<file path="src/rtl/axi_cfg_regbank.sv">
// ----------------------------------------------------------------------------
// axi_cfg_regbank
//
// AXI4-Lite slave that fronts a compute core. It provides a control word,
// a bank of read/write configuration registers, a bank of read-only status
// words, and a pass-through window onto a core-side memory.
//
// Address map (word index = byte address >> 2):
//   any address bit at or above MEM_BASE_BIT set  -> memory window
//   word 0                                        -> ctrl
//   words 1 .. NUM_CFG_REGS                       -> cfg[0 ..]
//   words 64 .. 64+NUM_STAT_REGS-1                -> stat[0 ..]
//   everything else                               -> unmapped (SLVERR)
//
// Ports:
//   S_AXI_ACLK, S_AXI_ARESET     clock, synchronous active-high reset
//   S_AXI_AW*/W*/B*              AXI4-Lite write address/data/response
//   S_AXI_AR*/R*                 AXI4-Lite read address/data
//   busy                         core busy flag, visible as ctrl bit 1
//   stat_in                      packed status words, word i at [32i+31:32i]
//   cfg_out                      packed config registers, same packing
//   start_pulse                  one-cycle core start (ctrl bit 0 write)
//   mem_addr                     memory word address (byte address >> 2)
//   mem_wen, mem_wdata, mem_wstrb  memory write strobe, data, byte enables
//   mem_ren, mem_rdata           memory read strobe and returned data
// ----------------------------------------------------------------------------
module axi_cfg_regbank #(
    parameter int C_S_AXI_DATA_WIDTH = 32,
    parameter int C_S_AXI_ADDR_WIDTH = 30,
    parameter int NUM_CFG_REGS       = 8,
    parameter int NUM_STAT_REGS      = 4,
    parameter int MEM_BASE_BIT       = 24
) (
    input  logic                                       S_AXI_ACLK,
    input  logic                                       S_AXI_ARESET,
    input  logic [C_S_AXI_ADDR_WIDTH-1:0]              S_AXI_AWADDR,
    input  logic                                       S_AXI_AWVALID,
    output logic                                       S_AXI_AWREADY,
    input  logic [C_S_AXI_DATA_WIDTH-1:0]              S_AXI_WDATA,
    input  logic [C_S_AXI_DATA_WIDTH/8-1:0]            S_AXI_WSTRB,
    input  logic                                       S_AXI_WVALID,
    output logic                                       S_AXI_WREADY,
    output logic [1:0]                                 S_AXI_BRESP,
    output logic                                       S_AXI_BVALID,
    input  logic                                       S_AXI_BREADY,
    input  logic [C_S_AXI_ADDR_WIDTH-1:0]              S_AXI_ARADDR,
    input  logic                                       S_AXI_ARVALID,
    output logic                                       S_AXI_ARREADY,
    output logic [C_S_AXI_DATA_WIDTH-1:0]              S_AXI_RDATA,
    output logic [1:0]                                 S_AXI_RRESP,
    output logic                                       S_AXI_RVALID,
    input  logic                                       S_AXI_RREADY,
    input  logic                                       busy,
    input  logic [C_S_AXI_DATA_WIDTH*NUM_STAT_REGS-1:0] stat_in,
    output logic [C_S_AXI_DATA_WIDTH*NUM_CFG_REGS-1:0]  cfg_out,
    output logic                                       start_pulse,
    output logic [C_S_AXI_ADDR_WIDTH-3:0]              mem_addr,
    output logic                                       mem_wen,
    output logic                                       mem_ren,
    output logic [C_S_AXI_DATA_WIDTH-1:0]              mem_wdata,
    output logic [C_S_AXI_DATA_WIDTH/8-1:0]            mem_wstrb,
    input  logic [C_S_AXI_DATA_WIDTH-1:0]              mem_rdata
);

    localparam int DW = C_S_AXI_DATA_WIDTH;
    localparam int SW = C_S_AXI_DATA_WIDTH / 8;
    localparam int AW = C_S_AXI_ADDR_WIDTH;

    localparam logic [1:0]    RESP_OKAY   = 2'b00;
    localparam logic [1:0]    RESP_SLVERR = 2'b10;
    localparam logic [DW-1:0] CTRL_START  = {{(DW-1){1'b0}}, 1'b1};

    typedef enum logic [2:0] {
        IDLE, WR_HAVE_AW, WR_HAVE_W, WR_RESP, RD_MEM, RD_RESP
    } state_t;

    typedef enum logic [2:0] {
        SEL_CTRL, SEL_CFG, SEL_STAT, SEL_MEM, SEL_NONE
    } sel_t;

    function automatic logic [31:0] word_idx(input logic [AW-1:2] a);
        return 32'(a[MEM_BASE_BIT-1:2]);
    endfunction

    function automatic sel_t decode(input logic [AW-1:2] a);
        logic [31:0] idx;
        idx = word_idx(a);
        if (|a[AW-1:MEM_BASE_BIT])                              return SEL_MEM;
        if (idx == 32'd0)                                       return SEL_CTRL;
        if (idx >= 32'd1 && idx <= 32'(NUM_CFG_REGS))           return SEL_CFG;
        if (idx >= 32'd64 && idx < 32'(64 + NUM_STAT_REGS))     return SEL_STAT;
        return SEL_NONE;
    endfunction

    function automatic logic [DW-1:0] strb_mask(input logic [SW-1:0] s);
        logic [DW-1:0] m;
        for (int b = 0; b < SW; b++) m[8*b +: 8] = {8{s[b]}};
        return m;
    endfunction

    state_t          state;
    logic [DW-1:0]   cfg_q [NUM_CFG_REGS];

    // Captured beat of a write whose AW and W halves arrive on different cycles
    logic [AW-1:0]   aw_addr_p0;
    logic [DW-1:0]   w_data_p0;
    logic [SW-1:0]   w_strb_p0;

    logic [AW-1:0]   wr_addr_c;
    logic [DW-1:0]   wr_data_c;
    logic [SW-1:0]   wr_strb_c;
    logic            wr_commit_c;
    sel_t            wr_sel_c;
    logic [31:0]     wr_idx_c;
    logic            ctrl_ro_hit_c;

    sel_t            rd_sel_c;
    logic [31:0]     rd_idx_c;
    logic [DW-1:0]   rd_data_c;
    logic [1:0]      rd_resp_c;

    logic            unused_addr_lsbs;

    assign S_AXI_AWREADY = (state == IDLE) || (state == WR_HAVE_W);
    assign S_AXI_WREADY  = (state == IDLE) || (state == WR_HAVE_AW);
    // Writes win: a read is only accepted when no write half is being offered.
    assign S_AXI_ARREADY = (state == IDLE) && !(S_AXI_AWVALID || S_AXI_WVALID);

    // The half that arrived earlier comes from its capture register, the
    // half arriving now comes straight from the bus.
    assign wr_addr_c   = (state == WR_HAVE_AW) ? aw_addr_p0 : S_AXI_AWADDR;
    assign wr_data_c   = (state == WR_HAVE_W)  ? w_data_p0  : S_AXI_WDATA;
    assign wr_strb_c   = (state == WR_HAVE_W)  ? w_strb_p0  : S_AXI_WSTRB;
    assign wr_commit_c = ((state == IDLE)       && S_AXI_AWVALID && S_AXI_WVALID) ||
                         ((state == WR_HAVE_AW) && S_AXI_WVALID) ||
                         ((state == WR_HAVE_W)  && S_AXI_AWVALID);
    assign wr_sel_c    = decode(wr_addr_c[AW-1:2]);
    assign wr_idx_c    = word_idx(wr_addr_c[AW-1:2]);

    // Only ctrl bit 0 is writable; writing a 1 into any other enabled ctrl
    // bit is a write to read-only state and is refused.
    assign ctrl_ro_hit_c = |(wr_data_c & strb_mask(wr_strb_c) & ~CTRL_START);

    assign unused_addr_lsbs = ^{wr_addr_c[1:0], S_AXI_ARADDR[1:0]};

    always_comb begin
        rd_sel_c  = decode(S_AXI_ARADDR[AW-1:2]);
        rd_idx_c  = word_idx(S_AXI_ARADDR[AW-1:2]);
        rd_data_c = '0;
        rd_resp_c = RESP_OKAY;
        case (rd_sel_c)
            SEL_CTRL: rd_data_c = {{(DW-2){1'b0}}, busy, 1'b0};
            SEL_CFG: begin
                for (int i = 0; i < NUM_CFG_REGS; i++)
                    if (rd_idx_c == 32'(i + 1)) rd_data_c = cfg_q[i];
            end
            SEL_STAT: begin
                for (int i = 0; i < NUM_STAT_REGS; i++)
                    if (rd_idx_c == 32'(64 + i)) rd_data_c = stat_in[DW*i +: DW];
            end
            SEL_MEM:  rd_data_c = '0;
            default:  rd_resp_c = RESP_SLVERR;
        endcase
    end

    for (genvar g = 0; g < NUM_CFG_REGS; g++) begin : g_cfg_out
        assign cfg_out[DW*g +: DW] = cfg_q[g];
    end

    always_ff @(posedge S_AXI_ACLK) begin
        start_pulse <= 1'b0;
        mem_wen     <= 1'b0;
        mem_ren     <= 1'b0;
        if (S_AXI_ARESET) begin
            state        <= IDLE;
            S_AXI_BVALID <= 1'b0;
            S_AXI_BRESP  <= RESP_OKAY;
            S_AXI_RVALID <= 1'b0;
            S_AXI_RRESP  <= RESP_OKAY;
            S_AXI_RDATA  <= '0;
            for (int i = 0; i < NUM_CFG_REGS; i++) cfg_q[i] <= '0;
        end else if (wr_commit_c) begin
            state        <= WR_RESP;
            S_AXI_BVALID <= 1'b1;
            S_AXI_BRESP  <= RESP_OKAY;
            case (wr_sel_c)
                SEL_CTRL: begin
                    if (ctrl_ro_hit_c) S_AXI_BRESP <= RESP_SLVERR;
                    else               start_pulse <= wr_strb_c[0] & wr_data_c[0];
                end
                SEL_CFG: begin
                    for (int i = 0; i < NUM_CFG_REGS; i++)
                        if (wr_idx_c == 32'(i + 1))
                            for (int b = 0; b < SW; b++)
                                if (wr_strb_c[b]) cfg_q[i][8*b +: 8] <= wr_data_c[8*b +: 8];
                end
                SEL_MEM: begin
                    mem_wen   <= 1'b1;
                    mem_addr  <= wr_addr_c[AW-1:2];
                    mem_wdata <= wr_data_c;
                    mem_wstrb <= wr_strb_c;
                end
                default: S_AXI_BRESP <= RESP_SLVERR;
            endcase
        end else begin
            case (state)
                IDLE: begin
                    if (S_AXI_AWVALID) begin
                        aw_addr_p0 <= S_AXI_AWADDR;
                        state      <= WR_HAVE_AW;
                    end else if (S_AXI_WVALID) begin
                        w_data_p0 <= S_AXI_WDATA;
                        w_strb_p0 <= S_AXI_WSTRB;
                        state     <= WR_HAVE_W;
                    end else if (S_AXI_ARVALID) begin
                        if (rd_sel_c == SEL_MEM) begin
                            mem_ren  <= 1'b1;
                            mem_addr <= S_AXI_ARADDR[AW-1:2];
                            state    <= RD_MEM;
                        end else begin
                            S_AXI_RDATA  <= rd_data_c;
                            S_AXI_RRESP  <= rd_resp_c;
                            S_AXI_RVALID <= 1'b1;
                            state        <= RD_RESP;
                        end
                    end
                end
                WR_RESP: begin
                    if (S_AXI_BREADY) begin
                        S_AXI_BVALID <= 1'b0;
                        state        <= IDLE;
                    end
                end
                // Memory returns data for the strobe issued during this cycle
                RD_MEM: begin
                    S_AXI_RDATA  <= mem_rdata;
                    S_AXI_RRESP  <= RESP_OKAY;
                    S_AXI_RVALID <= 1'b1;
                    state        <= RD_RESP;
                end
                RD_RESP: begin
                    if (S_AXI_RREADY) begin
                        S_AXI_RVALID <= 1'b0;
                        state        <= IDLE;
                    end
                end
                default: state <= state;
            endcase
        end
    end

endmodule

</file>
<file path="config.mk">
export PLATFORM = sky130hd
export DESIGN_NAME = axi_cfg_regbank
export DESIGN_NICKNAME = d
export VERILOG_FILES = /design/src/rtl/axi_cfg_regbank.sv
export SDC_FILE = /design/constraint.sdc
export NUM_CORES = 1
export LEC_CHECK = 0
export ABC_AREA = 1
export CAP_MARGIN = 20
export CELL_PAD_IN_SITES_DETAIL_PLACEMENT = 0
export CELL_PAD_IN_SITES_GLOBAL_PLACEMENT = 1
export CORE_ASPECT_RATIO = 2
export CORE_MARGIN = 10
export CORE_UTILIZATION = 35
export DETAILED_ROUTE_END_ITERATION = 7
export PLACE_DENSITY = 0.83
export SYNTH_ARGS = -nofsm -noshare
export SYNTH_HDL_FRONTEND = slang
export SYNTH_SLANG_ARGS = --single-unit
</file>
<file path="constraint.sdc">
create_clock -name S_AXI_ACLK -period 12.8 [get_ports S_AXI_ACLK]
set_input_delay 3.84 -clock S_AXI_ACLK [delete_from_list [all_inputs] [get_ports S_AXI_ACLK]]
set_output_delay 3.84 -clock S_AXI_ACLK [all_outputs]
set_load 0.01 [all_outputs]
</file>
# Yosys cells after proc, flatten, opt, wreduce, memory -nomap -nowiden
# Memories as Yosys holds them, arrays and structs flattened.
# Cells that the tools add are included.
# classes
n_bitwise	40
n_mux	289
n_lt_le_gt_ge	8
n_reduce_logical	47
n_eq_ne	43
# op_table
op	n
two-way mux 32 bit	17
two-way mux 8 bit	32
two-way mux 1 bit	197
two-way mux 28 bit	7
equality test 22 x 3 -> 1 bit (second input constant)	8
case mux 32 bit (3 select lines)	1
equality test 22 x 2 -> 1 bit (second input constant)	4
equality test 22 x 7 -> 1 bit (second input constant)	4
case mux 32 bit (2 select lines)	1
two-way mux 3 bit	21
equality test 22 x 1 -> 1 bit (second input constant)	2
equality test 22 x 4 -> 1 bit (second input constant)	2
greater-or-equal comparator 22 x 1 -> 1 bit (second input constant)	2
greater-or-equal comparator 22 x 7 -> 1 bit (second input constant)	2
less-or-equal comparator 22 x 4 -> 1 bit (second input constant)	2
logical NOT 22 bit	2
less-than comparator 22 x 7 -> 1 bit (second input constant)	2
OR reduction 34 bit	1
bitwise AND 32 bit	1
bitwise OR 1 bit	32
OR reduction 31 bit	1
two-way mux 30 bit	1
OR reduction 6 bit	3
equality test 3 x 2 -> 1 bit (second input constant)	5
30 further kinds	77
# totals
memories	1
ramBits	256
output_inout_bits	364
register_bits	174
# mem_list
memory	words	word_bits	rd	rd_ports_with_merged_regs	write_ports	line	rtl
cfg_q	8	32	8	0	8	102	logic [DW-1:0] cfg_q [NUM_CFG_REGS];

# Logic depth before layout (Yosys ltp)
# logic_depth
depth_word	20
depth_mapped	17
depth_no_buf	17

# Worst setup path before layout
# Ideal clock, no wire load.
# synth_path
kind	input -> output
start	input port S_AXI_AWVALID
end	output port S_AXI_ARREADY
slack_ns	4.787
arrival_time_ns	4.173
required_ns	8.960
path_stages	3
cell_sequence	nor2_1 -> inv_1 -> nor2_1
# synth_between
elab_chain_len	3
# synth_rtl
element	line	rtl
start, declared	37	input logic S_AXI_AWVALID,
logical OR 1 bit	127	assign S_AXI_ARREADY = (state == IDLE) && !(S_AXI_AWVALID || S_AXI_WVALID);
logical NOT 1 bit	127	
logical AND 1 bit	127	
end, declared	48	output logic S_AXI_ARREADY,
# No other way between the ends.

# Worst setup path in the final report
# Same ends and word-level chain as after synthesis.

==> metrics.txt <==
CTS resizes=0; CP Class=in2out; most common cell in the netlist=nand2_1; register area share after synthesis=0.6020; Worst Setup Start Kind=primary input; worst path required time=8.96 ns; crit-path max FO=4; # port buffers=621; min Tclk post-route=about 9.4 ns; maximum clock rate=106.8 MHz; WL met2=between 40 and 50 mm; Place WS=3.439 ns; Synth top cells by count=nand2_1, nor2_1, edfxtp_1; Synth cell types=54; setup TNS=0 ns; Final Non-Filler Cells=3,636; CTS sink cnt=426; routed wire length=99.48 mm; DR WL met3=about 11 mm; CTS root buf=clkbuf_16; largest net degree at the start of global routing=71; drt via density=roughly 5.2; CP Data Arrival Time=5.52 ns; area leader, netlist=edfxtp_1; IO Count=628; hold path endpoint=S_AXI_BRESP[1]; Initial DRC Count=about 1.3k; Pwr Total=4.211 mW; Post-synth top flop=edfxtp_1; DRC viols=0; drt pass-1 iters=5; Static Leakage=around 12 nW; Ys Warns=0; RR Endpoint=cfg_q[1][65]; final period utilization=0.7315; TritonCTS clock tree=done; GPL Wtd Cong=0.9179; hpwl dp=79.41 mm; Initial Utilization=0.3532; RSZ-0062 raised after global routing=no; Hold Path Class=reg2reg; final-report hold violation count=0; clk buf depth=3; setup slack after layout=3.437 ns; first-pass GRT wire length=138.4 mm; cts hold-fix bufs=0; synthesized area per cell=around 9 um^2; worst hold stages=2; Top Metal Used=met5; async set or reset register ratio after synthesis=0; standard-cell rows=approximately 130; slew margin rel.=0.2756; Mapped Cells=2,237; Diodes inserted=0; Yosys top cell area share=0.5611; DIE AREA=69,400 um^2; Filler cells=5,512; share of cells above drive strength 1=0.07759; ranking of synthesized cells by area=edfxtp_1, nand2_1, nor2_1; Worst Max-Slew Pin Slew=1.087 ns; post-placement cell count=3,557; Die Y=between 300 and 400 um; CTS Buf Count=42; hold wc startpoint=S_AXI_BRESP[1]; critical path capture point type=output port; Max IR drop VDD=about 110 uV; R2R Path Start=state[0]; Routed WL per cell=27.36 um; status=completed; H-tree Lvls=2; Final Skew=0.02565 ns; postcts setup bufs=0; pwr dens=roughly 150 nW/um^2; Post-Syn Area=roughly 20,000 um^2; die width=between 150 and 200 um; Yosys reg bits=about 430; initial antenna violation count=8; Critical Path Source=S_AXI_AWVALID; Max Cap Viol=0; Worst-Skew Late Latency=just under 0.6 ns; core footprint=58,180 um^2; EDFF count, synth=roughly 380; register clock-pin slew on the reported worst setup and hold paths=0.06 ns; gr ovfl total=0; vias in the first global route=between 15k and 20k; setup violators final=0; vias post-DR=19.02k; path depth of the worst reg2reg path=11; M1 wire length=33.94 mm; Nets=approximately 3.1k; gr usage total=0.2745; area grow syn2layout=40.94%; R2R setup slack=8.09 ns; post-route antenna net violation count=0; max-slew violation count=0
[layout by cell type (no fill, tap or decap), types with 5 or more instances in the layout]
cell / instances
or2_2: 50
dfxtp_1: 42
nand3_1: 98
nand2_2: 6
o21ai_0: 146
clkdlybuf4s50_1: 621
inv_1: 224
edfxtp_1: 384
o22ai_1: 31
nor2_1: 403
nand2_4: 10
nand2_1: 479
clkbuf_1: 7
nor2_4: 6
inv_2: 5
o21ai_1: 7
clkinv_1: 5
nand4_4: 5
nand4_1: 34
buf_4: 32
a21oi_1: 133
nor3_1: 8
clkbuf_16: 42
clkinv_4: 5
nor2_2: 12
[power by group]
part           internal, mW  leakage, nW  switching (mW)
clock                 0.650        0.631           0.568
sequential             1.73         4.15           0.102
combinational         0.447         6.85           0.714
[per-layer routing]
| layer | vias up | global-route usage |
|---|---|---|
| met5 | - | 0 |
| met1 | 9103 | 0.2854 |
| met2 | 1056 | 0.4788 |
| li1 | 8671 | - |
| met3 | 181 | 0.1020 |
| met4 | 8 | 0.1266 |
[per-stage QoR]
stage | util | cell area [um^2] | hold WS [ns]
2_1_floorplan | - | 20560 | 0.4757
3_3_place_gp | 0.4749 | 27630 | 0.4506
3_5_place_dp | 0.4749 | 27630 | 0.4636
4_1_cts | 0.4974 | 28940 | 0.4751
5_1_grt | 0.4978 | 28970 | 0.4925
6_report | 0.4978 | 28970 | 0.4705
[sequential cells by signal, summed over array words and instances, names as in the netlist, 3 cells and up]
name         count
cfg_q          256
S_AXI_RDATA     32
aw_addr_p0      28
mem_wdata       32
w_data_p0       32
mem_addr        28
state            3
w_strb_p0        4
mem_wstrb        4
[area by class of cell]
class,instances,area [um^2],area share
Tap cell,762,953.4,0.03292
Multi-Input combinational cell,1486,6980,0.2410
Clock buffer,52,1119,0.03862
Inverter,230,865.8,0.02989
Timing Repair Buffer,656,6481,0.2238
Clock inverter,24,193.9,0.006695
Sequential cell,426,12370,0.4271
[kinds of logic (layout without fill, tap and decap cells)]
family	Yosys count	in the layout	synth area share
buf+inv	326	962	0.06216
mux	6	6	0.003166
simple gates	1138	1138	0.2447
other cells	1	2	0.0001825
compound gates	340	340	0.08779
flops	426	426	0.6020
[critical path, stage by stage]
cell	delay, ns
clkdlybuf4s50_1	0.46
nor2_1	0.14
inv_1	0.06
nor2_1	0.17
clkdlybuf4s50_1	0.83
[worst max-delay path by stage]
stage | to | slack, ns | depth (start not counted)
6_report | S_AXI_ARREADY | 3.44 | 5
4_1_cts | S_AXI_ARREADY | 3.44 | 5
5_1_grt | S_AXI_ARREADY | 3.33 | 5
2_1_floorplan | S_AXI_ARREADY | 4.79 | 3
3_5_place_dp | S_AXI_ARREADY | 3.44 | 5
3_3_place_gp | S_AXI_ARREADY | 3.47 | 5
(Power assumes the default switching activity.)
